$ cat src/rtl/vendor_pkg.sv
// vendor_pkg: shared state encoding, default sizing and coin values for the ticket vending sequencer.
package vendor_pkg;
    typedef enum logic [2:0] {IDLE, PRICE, PAY, DISPENSE, CHANGE, REFUND} state_t;
    localparam int DEF_DW        = 8;
    localparam int DEF_MAX_COUNT = 4;
    localparam int DEF_TIMEOUT   = 1000;
    localparam int ONE           = 1;
    localparam int TEN           = 10;
endpackage

$ cat src/rtl/vendor_ctrl_pulse_train.sv
// pulse_train: loads a count on start and emits that many high/low pulses at period 2.
// finished is high during the final low cycle so a successor can be started on the same edge.
module pulse_train #(
    parameter int W = 16
) (
    input  logic         clk,
    input  logic         rst,
    input  logic         start,
    input  logic [W-1:0] count,
    output logic         pulse,
    output logic         finished
);
    logic [W-1:0] remaining;
    logic         phase;
    logic         busy;

    assign busy     = remaining != '0;
    assign pulse    = busy && !phase;
    assign finished = busy && phase && remaining == W'(1);

    always_ff @(posedge clk or posedge rst) begin
        if (rst) begin
            remaining <= '0;
            phase     <= 1'b0;
        end else if (start) begin
            remaining <= count;
            phase     <= 1'b0;
        end else if (busy) begin
            phase     <= !phase;
            remaining <= phase ? remaining - 1'b1 : remaining;
        end
    end
endmodule

$ cat src/rtl/vendor_ctrl.sv
// vendor_ctrl: ticket vending sequencer -- select, price, coin collection, then ticket/change or refund
// pulse trains driven from a single shared pulse_train.
module vendor_ctrl
    import vendor_pkg::*;
#(
    parameter int DW        = DEF_DW,
    parameter int MAX_COUNT = DEF_MAX_COUNT,
    parameter int TIMEOUT   = DEF_TIMEOUT
) (
    input  logic            clk,
    input  logic            rst,
    input  logic [DW-1:0]   dest_in,
    input  logic [DW-1:0]   count_in,
    input  logic            select_valid,
    input  logic [DW-1:0]   unit_price,
    input  logic            coin_one_in,
    input  logic            coin_ten_in,
    input  logic            confirm,
    input  logic            cancel,
    output logic [DW-1:0]   dest_out,
    output logic            coin_gate_open,
    output logic            ticket_pulse,
    output logic            coin_one_out_pulse,
    output logic [2*DW-1:0] paid,
    output logic            short_err,
    output logic            done
);
    localparam int PW = 2 * DW;
    localparam int SW = PW + 1;
    localparam int TW = $clog2(TIMEOUT + 1);

    state_t        state, state_nx;
    logic [DW-1:0] cnt;
    logic [PW-1:0] price, change, change_nx, paid_nx, pt_count;
    logic [SW-1:0] sum;
    logic [TW-1:0] tcnt;
    logic          coin, timeout, pt_start, pt_pulse, pt_fin, done_nx, short_nx;

    always_comb begin
        coin      = coin_one_in || coin_ten_in;
        sum       = {1'b0, paid} + (coin_one_in ? SW'(ONE) : '0) + (coin_ten_in ? SW'(TEN) : '0);
        paid_nx   = sum[PW] ? '1 : sum[PW-1:0];
        timeout   = !coin && tcnt == TW'(TIMEOUT - 1);
        state_nx  = state;
        pt_start  = 1'b0;
        pt_count  = paid_nx;
        change_nx = change;
        done_nx   = 1'b0;
        short_nx  = 1'b0;
        case (state)
            IDLE:
                if (select_valid && count_in != '0 && count_in <= DW'(MAX_COUNT)) state_nx = PRICE;
            PRICE:
                state_nx = PAY;
            PAY:
                // coins in the deciding cycle are already folded into paid_nx
                if (cancel || (!confirm && timeout)) begin
                    state_nx = paid_nx == '0 ? IDLE : REFUND;
                    pt_start = paid_nx != '0;
                    done_nx  = paid_nx == '0;
                end else if (confirm) begin
                    if (paid_nx >= price) begin
                        state_nx  = DISPENSE;
                        pt_start  = 1'b1;
                        pt_count  = PW'(cnt);
                        change_nx = paid_nx - price;
                    end else begin
                        short_nx = 1'b1;
                    end
                end
            DISPENSE:
                if (pt_fin) begin
                    state_nx = change != '0 ? CHANGE : IDLE;
                    pt_start = change != '0;
                    pt_count = change;
                    done_nx  = change == '0;
                end
            CHANGE, REFUND:
                if (pt_fin) begin
                    state_nx = IDLE;
                    done_nx  = 1'b1;
                end
            default:
                state_nx = IDLE;
        endcase
    end

    always_ff @(posedge clk or posedge rst) begin
        if (rst) begin
            state     <= IDLE;
            dest_out  <= '0;
            cnt       <= '0;
            price     <= '0;
            paid      <= '0;
            change    <= '0;
            tcnt      <= '0;
            done      <= 1'b0;
            short_err <= 1'b0;
        end else begin
            state     <= state_nx;
            change    <= change_nx;
            done      <= done_nx;
            short_err <= short_nx;
            if (state == IDLE && state_nx == PRICE) begin
                dest_out <= dest_in;
                cnt      <= count_in;
            end
            if (state == PRICE) begin
                price <= PW'(unit_price) * PW'(cnt);
                paid  <= '0;
                tcnt  <= '0;
            end
            if (state == PAY) begin
                paid <= paid_nx;
                tcnt <= coin ? '0 : (tcnt == TW'(TIMEOUT - 1) ? tcnt : tcnt + 1'b1);
            end
        end
    end

    pulse_train #(.W(PW)) u_pt (
        .clk      (clk),
        .rst      (rst),
        .start    (pt_start),
        .count    (pt_count),
        .pulse    (pt_pulse),
        .finished (pt_fin)
    );

    assign coin_gate_open     = state == PAY;
    assign ticket_pulse       = state == DISPENSE && pt_pulse;
    assign coin_one_out_pulse = (state == CHANGE || state == REFUND) && pt_pulse;
endmodule
$ cat config.mk
export PLATFORM = sky130hd
export DESIGN_NAME = vendor_ctrl
export DESIGN_NICKNAME = d
export VERILOG_FILES = /design/src/rtl/vendor_pkg.sv /design/src/rtl/vendor_ctrl_pulse_train.sv /design/src/rtl/vendor_ctrl.sv
export SDC_FILE = /design/constraint.sdc
export NUM_CORES = 1
export LEC_CHECK = 0
export BUFFER_PORTS_ARGS = -buffer_cell sky130_fd_sc_hd__buf_2
export CAP_MARGIN = 10
export CORE_ASPECT_RATIO = 0.8
export CORE_MARGIN = 2
export CORE_UTILIZATION = 33
export DETAILED_ROUTE_END_ITERATION = 7
export GPL_TIMING_DRIVEN = 1
export PLACE_DENSITY = 0.58
export SKIP_LAST_GASP = 1
export SYNTH_ARGS = -nofsm -noshare
export SYNTH_HDL_FRONTEND = slang
export SYNTH_HIERARCHICAL = 1
export SYNTH_SLANG_ARGS = --single-unit
export TNS_END_PERCENT = 10
$ cat constraint.sdc
create_clock -name clk -period 14 [get_ports clk]
set_clock_uncertainty 0.2 [all_clocks]
set_input_delay 1.4 -clock clk [delete_from_list [all_inputs] [get_ports clk]]
set_output_delay 1.4 -clock clk [all_outputs]
set_load 0.05 [all_outputs]
After elaboration in Yosys (flattened, before gate mapping) --
Cells that the tools add are included.
Storage, ports and cells: flip-flop bits (word level) 96, latch bits 0, RAM bits 0, ROM bits 0, output and inout bits 29, word-level logic and storage cells 100, memories kept 0
Cells by class: add/subtract/negate cells 5, $mul 1, divide/modulo/power cells 0, order comparisons 2, equality and inequality tests 9, shift operators 0, muxes and demuxes 41, bitwise logic cells 1, reductions and logical operators 30
Operators with widths (number):
- 2-to-1 mux 16 bit | 10
- nonzero test 16 bit | 3
- 2-to-1 mux 10 bit | 4
- zero test 16 bit | 2
- case mux 16 bit (2 select lines) | 1
- 2-to-1 mux 3 bit | 8
- adder 16 x 1 -> 17 bit | 1
- adder 17 x 4 -> 17 bit | 1
- == test 16 x 1 -> 1 bit, second input constant | 1
- >= comparator 16 bit | 1
- multiplier 8 x 8 -> 16 bit | 1
- subtractor 16 x 1 -> 16 bit, second input constant | 1
- subtractor 16 bit | 1
- case mux 3 bit (5 select lines) | 1
- 2-to-1 mux 1 bit | 14
- adder 10 x 1 -> 10 bit, second input constant | 1
- == test 10 bit, second input constant | 1
- logical AND 1 bit | 10
- less-or-equal comparator 8 x 3 -> 1 bit, second input constant | 1
- nonzero test 8 bit | 1
- == test 3 x 1 -> 1 bit, second input constant | 2
- == test 3 x 2 -> 1 bit, second input constant | 2
- == test 3 bit, second input constant | 2
- nonzero test 2 bit | 3
- other kinds (11) | 16

Depth between registers and ports, before layout --
Gate-level depths: netlist (run 1).
word-level depth 11, depth in mapped cells 20

Modules after synthesis --
The synthesis (run 1) kept the hierarchy.
By module, submodules not included:
- vendor_ctrl | times used 1, cells an instance 846, area an instance 7114.3 um^2, sequential area each 1976.9 um^2
- pulse_train | times used 1, cells an instance 121, area an instance 1102.3 um^2, sequential area each 425.4 um^2

Worst setup path before layout (run 1) --
No wires, ideal clock.
kind input port to flip-flop, from input unit_price[5], to register price[13], setup time 0.120 ns, arrival 5.119 ns, data required time 13.680 ns, setup slack 8.561 ns, cell stages on the path 13, buffers on the path 1, cell sequence clkbuf_1 > nand2_1 > fa_1 > inv_1 > fa_1 > fa_1 > fa_1 > ha_1 > or3_1 > o221ai_1 > a21boi_1 > or3_1 > a31o_1
On the way: word-level cells in the longest chain between the ends 1
Ends and longest elaborated chain:
- start: declaration | RTL line vendor_ctrl.sv:15 | input logic [DW-1:0] unit_price,
- multiplier 8 x 8 -> 16 bit | RTL line vendor_ctrl.sv:109 | price <= PW'(unit_price) * PW'(cnt);
- end signal: assignment | RTL line vendor_ctrl.sv:109
- end: declaration | RTL line vendor_ctrl.sv:34 | logic [PW-1:0] price, change, change_nx, paid_nx, pt_count;
No other way between the ends. A chain may end at the register's enable or synchronous reset.

Final worst setup path (run 1) --
from input coin_one_in, to register u_pt.remaining[7]
On the way: word-level cells in the longest chain between the ends 11, elaborated cells between the ends (all ways) 24, classes of those cells add/sub: 2; order compare: 1; mux: 12; reduce/logical: 9
Ends and longest elaborated chain:
- start: declaration | RTL line vendor_ctrl.sv:16 | input logic coin_one_in,
- 2-to-1 mux 1 bit | RTL line vendor_ctrl.sv:41 | sum = {1'b0, paid} + (coin_one_in ? SW'(ONE) : '0) + (coin_ten_in ? SW'(TEN) : '0);
- adder 16 x 1 -> 17 bit | RTL line vendor_ctrl.sv:41
- adder 17 x 4 -> 17 bit | RTL line vendor_ctrl.sv:41
- 2-to-1 mux 16 bit | RTL line vendor_ctrl.sv:42 | paid_nx = sum[PW] ? '1 : sum[PW-1:0];
- >= comparator 16 bit | RTL line vendor_ctrl.sv:62 | if (paid_nx >= price) begin
- 2-to-1 mux 1 bit | RTL line vendor_ctrl.sv:62
- 2-to-1 mux 1 bit | RTL line vendor_ctrl.sv:61 | end else if (confirm) begin
- 2-to-1 mux 1 bit (*) | RTL line vendor_ctrl.sv:57 | if (cancel || (!confirm && timeout)) begin
- case mux 1 bit (2 select lines) (*) | RTL line vendor_ctrl.sv:50 | case (state)
- via pt_start | RTL line vendor_ctrl.sv:37 | logic coin, timeout, pt_start, pt_pulse, pt_fin, done_nx, short_nx;
- nonzero test 2 bit (no line)
- AND reduction 2 bit (no line)
- end signal: assignment | RTL line vendor_ctrl_pulse_train.sv:26 | remaining <= count;
- end signal: assignment | RTL line vendor_ctrl_pulse_train.sv:30 | remaining <= phase ? remaining - 1'b1 : remaining;
- end: declaration | RTL line vendor_ctrl_pulse_train.sv:13 | logic [W-1:0] remaining;
Mark *: on every way through the listed nets, which the timed path passes. The rest lies on a longest branch.

==> results.cfg, run 1 <==
[run_status]
status = finished, final reports clean

[sta]
finalCritPeriodShare_pct = 42.9
worst_pin_slew_ns = 1.16
setup_ws_ns = 8.00
setup_viol = 0
maxSlewViolCount = 0
finalCriticalPeriod_ns = 6.00
finalHoldViolations = 0
finalSetupTns_ns = 0
holdWs_ns = 0.279
maxSlewHeadroom_pct = 22.2
grt_setup_unrepaired = false
max_freq_ghz = 0.167

[logic_synthesis]
async_reset_ff_share_pct = 100
yosysWarnings = 6
yosysUniqueCellTypes = 78
ys_ff_latch = 96
syn_nets = 1094
netlist_instances = 967
postSynthAreaPerCell_um2 = 8.50
syn_area_mm2 = 0.00822
ys_seq_area_share_pct = 29.2
synthFlopType = dfrtp_1
synth-edff-count = 0

[global_route]
grt_max_degree = 52
grtUsageMet2_pct = 23.8
antenna_found_initial = 0
grt_pass1_wl_mm = 36.8
met1_usage_pct = 27.5
grt_pass1_vias = 6641
busiest_layer = met1
grt_remaining_overflow = 0
use_met3_pct = 4.04
grt_usage_pct = 17.4

[pwr]
swShare_pct = 48.1
clkPwrFrac_pct = 16.8
power_mw = 1.53
peakVddDrop_uv = 66.2
p_sw_mw = 0.734
p_int_mw = 0.793
cellLeakagePower_nw = 4.33
power_frac_seq_pct = 31.0
power_frac_comb_pct = 52.2
powerDensity_mw_per_mm2 = 169

[clock_tree]
clock_latency_ns = 0.36
cts-resized-gates = 0
htree_levels = 3
cts_buffer_depth = 2
cts.sinks = 96
cts_tree = done
cts_root_buffer = clkbuf_16
post_cts_buffers = 0
path_clk_slew_ns = 0.07
cts_buffers = 9
hold_buffers = 0

[worst_setup_path]
worstSetupPathType = input port to flip-flop
cp_data_required_time_ns = 14.04
worst-path-buf-inv = 4
path_cells = buf_2, ha_1, fa_1, a31oi_1, nor4_1, mux2i_1, inv_1, ha_1, a21oi_1, o211ai_1, a221oi_2, a21oi_1, o21ai_0, o21ai_1, buf_4, inv_1, mux2_2
crit_fanout = 20
slowest_stage = inv_1
worstPathArrival_ns = 6.05
critPathTopFamily = compound AO/OA/AOI/OAI gates
end_kind = flip-flop
cpPeakStageDelay_ns = 0.50
critPathLaunchType = input port

[layout]
nFillCells = 2507
fin_nets = 1128
regArea_mm2 = 0.00240
drive_gt1_share_pct = 11.4
area_growth_pct = 10.3
fin_util_pct = 37.2
antenna_cells = 0
multi_input_area_mm2 = 0.00528

[routing]
routed_via_density = 5.35
firstDrtPassIters = 5
avgRoutedWirePerCell_um = 17.1
drt_iter0_markers = 590
drc = 0
postRouteWirelength_mm = 22.6
vias = 7085
ant_nets = 0

[placement]
numPortBuffers = 59
place_worst_setup_slack_ns = 7.69
routabilityCongestion = 0.912
dp_hpwl_mm = 17.3

[floorplan]
die_x_um = 180
row_count = 51
die_height_um = 145
core_region_area_mm2 = 0.0244
pin_count = 60
initial_core_util_pct = 33.7
die_area_mm2 = 0.0262

[min_path]
hold_class = flip-flop to flip-flop

[job]
drv_cap = 0
power groups by stage:
stage | combinational (mW) | clock [mW] | sequential [mW]
2_1_floorplan | 0.527 | 0 | 0.482
6_report | 0.798 | 0.257 | 0.473
4_1_cts | 0.791 | 0.264 | 0.469
3_5_place_dp | 0.786 | 0 | 0.474
5_1_grt | 0.877 | 0.272 | 0.487
3_3_place_gp | 0.784 | 0 | 0.474
worst register-to-register path: stages, from the launching register on:
cell and delay [ns]:
dfrtp_1 0.40, ha_1 0.24, fa_1 0.47, a31oi_1 0.46, nor4_1 0.11, mux2i_1 0.45
inv_1 0.15, ha_1 0.25, a21oi_1 0.27, o211ai_1 0.16, a221oi_2 0.28, a21oi_1 0.17
o21ai_0 0.28, o21ai_1 0.10, buf_4 0.19, inv_1 0.50, mux2_2 0.42
layout make-up:
class | count | share of cell area (%)
inverter | 92 | 3.83
clock buffer | 10 | 2.53
timing repair buffer | 64 | 3.67
multi-input combinational | 738 | 58.3
clock inverter | 6 | 0.746
sequential | 96 | 26.5
tap | 318 | 4.39
stage by stage:
step,instances,instance area [µm²]
after detailed placement,1308,8760
final,1324,9060
after global placement,1308,8760
after CTS,1324,9060
after global routing,1324,9060
after floorplan,967,8220
synthesized netlist by cell type, drive strengths merged, types with 4 or more instances:
library cell  instances  area, µm²
nand2b               15       93.8
or4                   6       51.3
nor4                 13        109
xnor2                20        175
nor3b                 6       45.0
o221ai                6       52.6
fa                   38        761
and2                 47        294
mux2                 14        158
o21ai                86        430
mux2i                 4       40.0
ha                   58        726
or3                   8       51.3
a21oi                31        159
inv                  92        345
o211ai               10       75.1
clkbuf               28        105
o22ai                 8       50.1
nor3                 13       75.1
nand2               126        475
and3                 14       87.6
a211oi                4       35.0
dfrtp                96       2400
a31oi                25        156
buf                  13       80.1
a22o                  7       61.3
a21o                 10       75.1
nand4                14        103
nor2                 57        216
xor2                 10       87.6
nand3                30        155
a211o                 4       35.0
o31ai                10       75.1
flip-flops by register name (all words and copies together) (netlist names):
register	cells
paid	16
short_err	1
u_pt/phase	1
dest_out	8
price	16
done	1
u_pt/remaining	16
tcnt	10
cnt	8
change	16
state	3
worst paths after layout:
path / slack [ns] / from / endpoint / cells past startpoint
max: 8.00 / coin_one_in / u_pt/remaining[7] / 17
min: 0.28 / tcnt[7] / tcnt[7] / 1
max reg2reg: 8.77 / paid[0] / u_pt/remaining[7] / 16
min reg2reg: 0.28 / tcnt[7] / tcnt[7] / 1
max in group asynchronous: 11.65 / rst / price[6] / 3
min in group asynchronous: 0.87 / rst / done / 2
logic make-up (layout without fill, tap and decap cells):
kind of cell	count (synthesis)	in the layout	share of synthesized area [%]
flops	96	96	29.2
simple gates	366	366	23.1
fa+ha+maj	96	96	18.1
mux	18	18	2.41
xor+xnor	30	30	3.20
compound gates	228	228	17.5
buf+inv	133	172	6.46
cells in the final DEF (no fill, tap or decap), types with 14 or more instances in the layout:
cell and instances:
o21ai_0 70, and2_1 47, nor2_1 56, nand3_1 29, o21ai_1 16, and3_1 14
mux2_2 14, xnor2_1 20, nand2b_1 15, inv_1 91, fa_1 38, dfrtp_1 96
buf_2 59, nand2_1 125, ha_1 58, a21oi_1 30, a31oi_1 25
per-layer routing:
| layer | vias to the layer above | wire [µm] |
|---|---|---|
| met5 | - | 0 |
| met4 | 0 | 248 |
| met3 | 17 | 1570 |
| met2 | 219 | 9010 |
| met1 | 3406 | 11800 |
| li1 | 3443 | - |
Power figures use the tool's default switching activity.
==> run 2, diff against run 1 <==
--- a/config.mk
+++ b/config.mk
@@ -12,7 +12,7 @@
 export CORE_UTILIZATION = 33
 export DETAILED_ROUTE_END_ITERATION = 7
 export GPL_TIMING_DRIVEN = 1
-export PLACE_DENSITY = 0.58
+export PLACE_DENSITY = 0.6
 export SKIP_LAST_GASP = 1
 export SYNTH_ARGS = -nofsm -noshare
 export SYNTH_HDL_FRONTEND = slang
==> constraint.sdc (replaced) <==
create_clock -name clk -period 5.3 [get_ports clk]
set_clock_uncertainty 0.2 [all_clocks]
set_input_delay 0.53 -clock clk [delete_from_list [all_inputs] [get_ports clk]]
set_output_delay 0.53 -clock clk [all_outputs]
set_load 0.05 [all_outputs]
==> run 2 against run 1 <==
  * Largest power group unchanged
  * Non-clock buffer count rose by 17
  * Register-to-register slack worse by 8.3 ns
  * Sequential cell count is the same
  * Utilization up 0.53 points
  * Cell count is 1.3% higher
  * Critical path depth did not move
  * Via count grew 0.66%
  * Design area up 1.4%
==> results.cfg, run 2 (synthesized netlist as in run 1, its figures left out) <==
[sta]
grt_setup_unrepaired = false
finalCriticalPeriod_ns = 4.83
maxSlewHeadroom_pct = 29.6
setup_ws_ns = 0.466
max_freq_ghz = 0.207
finalCritPeriodShare_pct = 91.2
finalHoldViolations = 0
worst_pin_slew_ns = 1.05
setup_viol = 0
finalSetupTns_ns = 0
maxSlewViolCount = 0
holdWs_ns = 0.0670

[worst_setup_path]
worst-path-buf-inv = 1
path_cells = ha_1, fa_1, a31o_1, and3_1, o21ai_1, inv_1, ha_1, nand4_1, a31oi_1, nand2_1, a21oi_1, nand3b_1, a21oi_1, o21ai_0, and2_1, a31oi_1, o41ai_1
crit_fanout = 11
worstPathArrival_ns = 4.88
cpPeakStageDelay_ns = 0.47
slowest_stage = fa_1
cp_data_required_time_ns = 5.34
critPathTopFamily = compound AO/OA/AOI/OAI gates
end_kind = flip-flop
worstSetupPathType = flip-flop to flip-flop
critPathLaunchType = flip-flop

[layout]
final_cell_mix = nand2_1, dfrtp_1, inv_1
antenna_cells = 0
final_area_mm2 = 0.00919
area_growth_pct = 11.8
layout_commonest_cell = nand2_1
fin_nets = 1145
layout.cells.non_filler = 1341
drive_gt1_share_pct = 12.9

[global_route]
grt_pass1_wl_mm = 37.1
grt_max_degree = 48
grt_pass1_vias = 6693
antenna_found_initial = 0
grt_remaining_overflow = 0
grt_usage_pct = 17.6

[pwr]
peakVddDrop_uv = 180
p_sw_mw = 1.92
swShare_pct = 47.1
power_frac_seq_pct = 30.0
p_int_mw = 2.16
cellLeakagePower_nw = 4.42
clkPwrFrac_pct = 16.4
powerDensity_mw_per_mm2 = 445
power_frac_comb_pct = 53.6

[clock_tree]
htree_levels = 3
cts_tree = done
path_clk_slew_ns = 0.07
cts_root_buffer = clkbuf_16
cts_buffer_depth = 2
post_cts_buffers = 0
cts-resized-gates = 0
cts_buffers = 9
cts.sinks = 96
hold_buffers = 0
clock_latency_ns = 0.36

[floorplan]
core_region_area_mm2 = 0.0244
row_count = 51
pin_count = 60
die_height_um = 145
die_area_mm2 = 0.0262
initial_core_util_pct = 33.7
die_x_um = 180

[routing]
vias = 7132
drt_iter0_markers = 677
drc = 0
postRouteWirelength_mm = 22.6
firstDrtPassIters = 5
avgRoutedWirePerCell_um = 16.8
routed_via_density = 5.32
ant_nets = 0

[placement]
place_worst_setup_slack_ns = 0.315
dp_hpwl_mm = 17.6
dp.cells = 1325
numPortBuffers = 59
routabilityCongestion = 0.951
placed_area_mm2 = 0.00889

[run_status]
status = finished, final reports clean

[min_path]
hold_class = input port to async pin

[job]
drv_cap = 0
run 2: cell count changes in the layout (fill, tap and decap cells not counted), sizes merged:
cell,before,now
inv,92,91
clkinv,3,4
clkinvlp,2,1
buf,64,81
clkbuf,10,11
run 2: layout make-up:
class                      count  area (µm²)
fill                        2547       15200
clock inverter                 5        56.3
inverter                      92         347
tap                          318         398
multi-input combinational    738        5280
sequential                    96        2400
timing repair buffer          81         460
clock buffer                  11         243
run 2: power by group through the flow:
| stage | clock [mW] | sequential (mW) | combinational (mW) |
|---|---|---|---|
| floorplan | 0 | 1.27 | 1.39 |
| global placement | 0 | 1.23 | 2.15 |
| detailed placement | 0 | 1.23 | 2.16 |
| CTS | 0.695 | 1.22 | 2.17 |
| global route | 0.722 | 1.26 | 2.42 |
| finish | 0.672 | 1.22 | 2.19 |
run 2: per-layer routing:
metal,up-vias,GRT usage (%),routed length (µm)
met3,14,3.71,1250
met1,3459,28.4,12100
met2,181,23.9,9030
met5,-,0,0
li1,3478,-,-
met4,0,3.19,204
run 2: path summary, 6_finish.rpt:
kind	from	end	slack, ns	cells past startpoint
max in group asynchronous	rst	change[6]	3.78	3
hold reg to reg	tcnt[7]	tcnt[7]	0.28	1
setup / recovery	paid[0]	u_pt/remaining[5]	0.47	17
hold / removal	rst	u_pt/remaining[13]	0.07	2
setup reg to reg	paid[0]	u_pt/remaining[5]	0.47	17
min in group clk	dest_in[0]	dest_out[0]	0.20	2
run 2: metrics by stage:
step                      power, mW  utilization, %
after floorplan                2.66               -
after global placement         3.37            36.5
after detailed placement       3.39            36.5
after CTS                      4.08            37.7
after global routing           4.40            37.7
final                          4.09            37.7
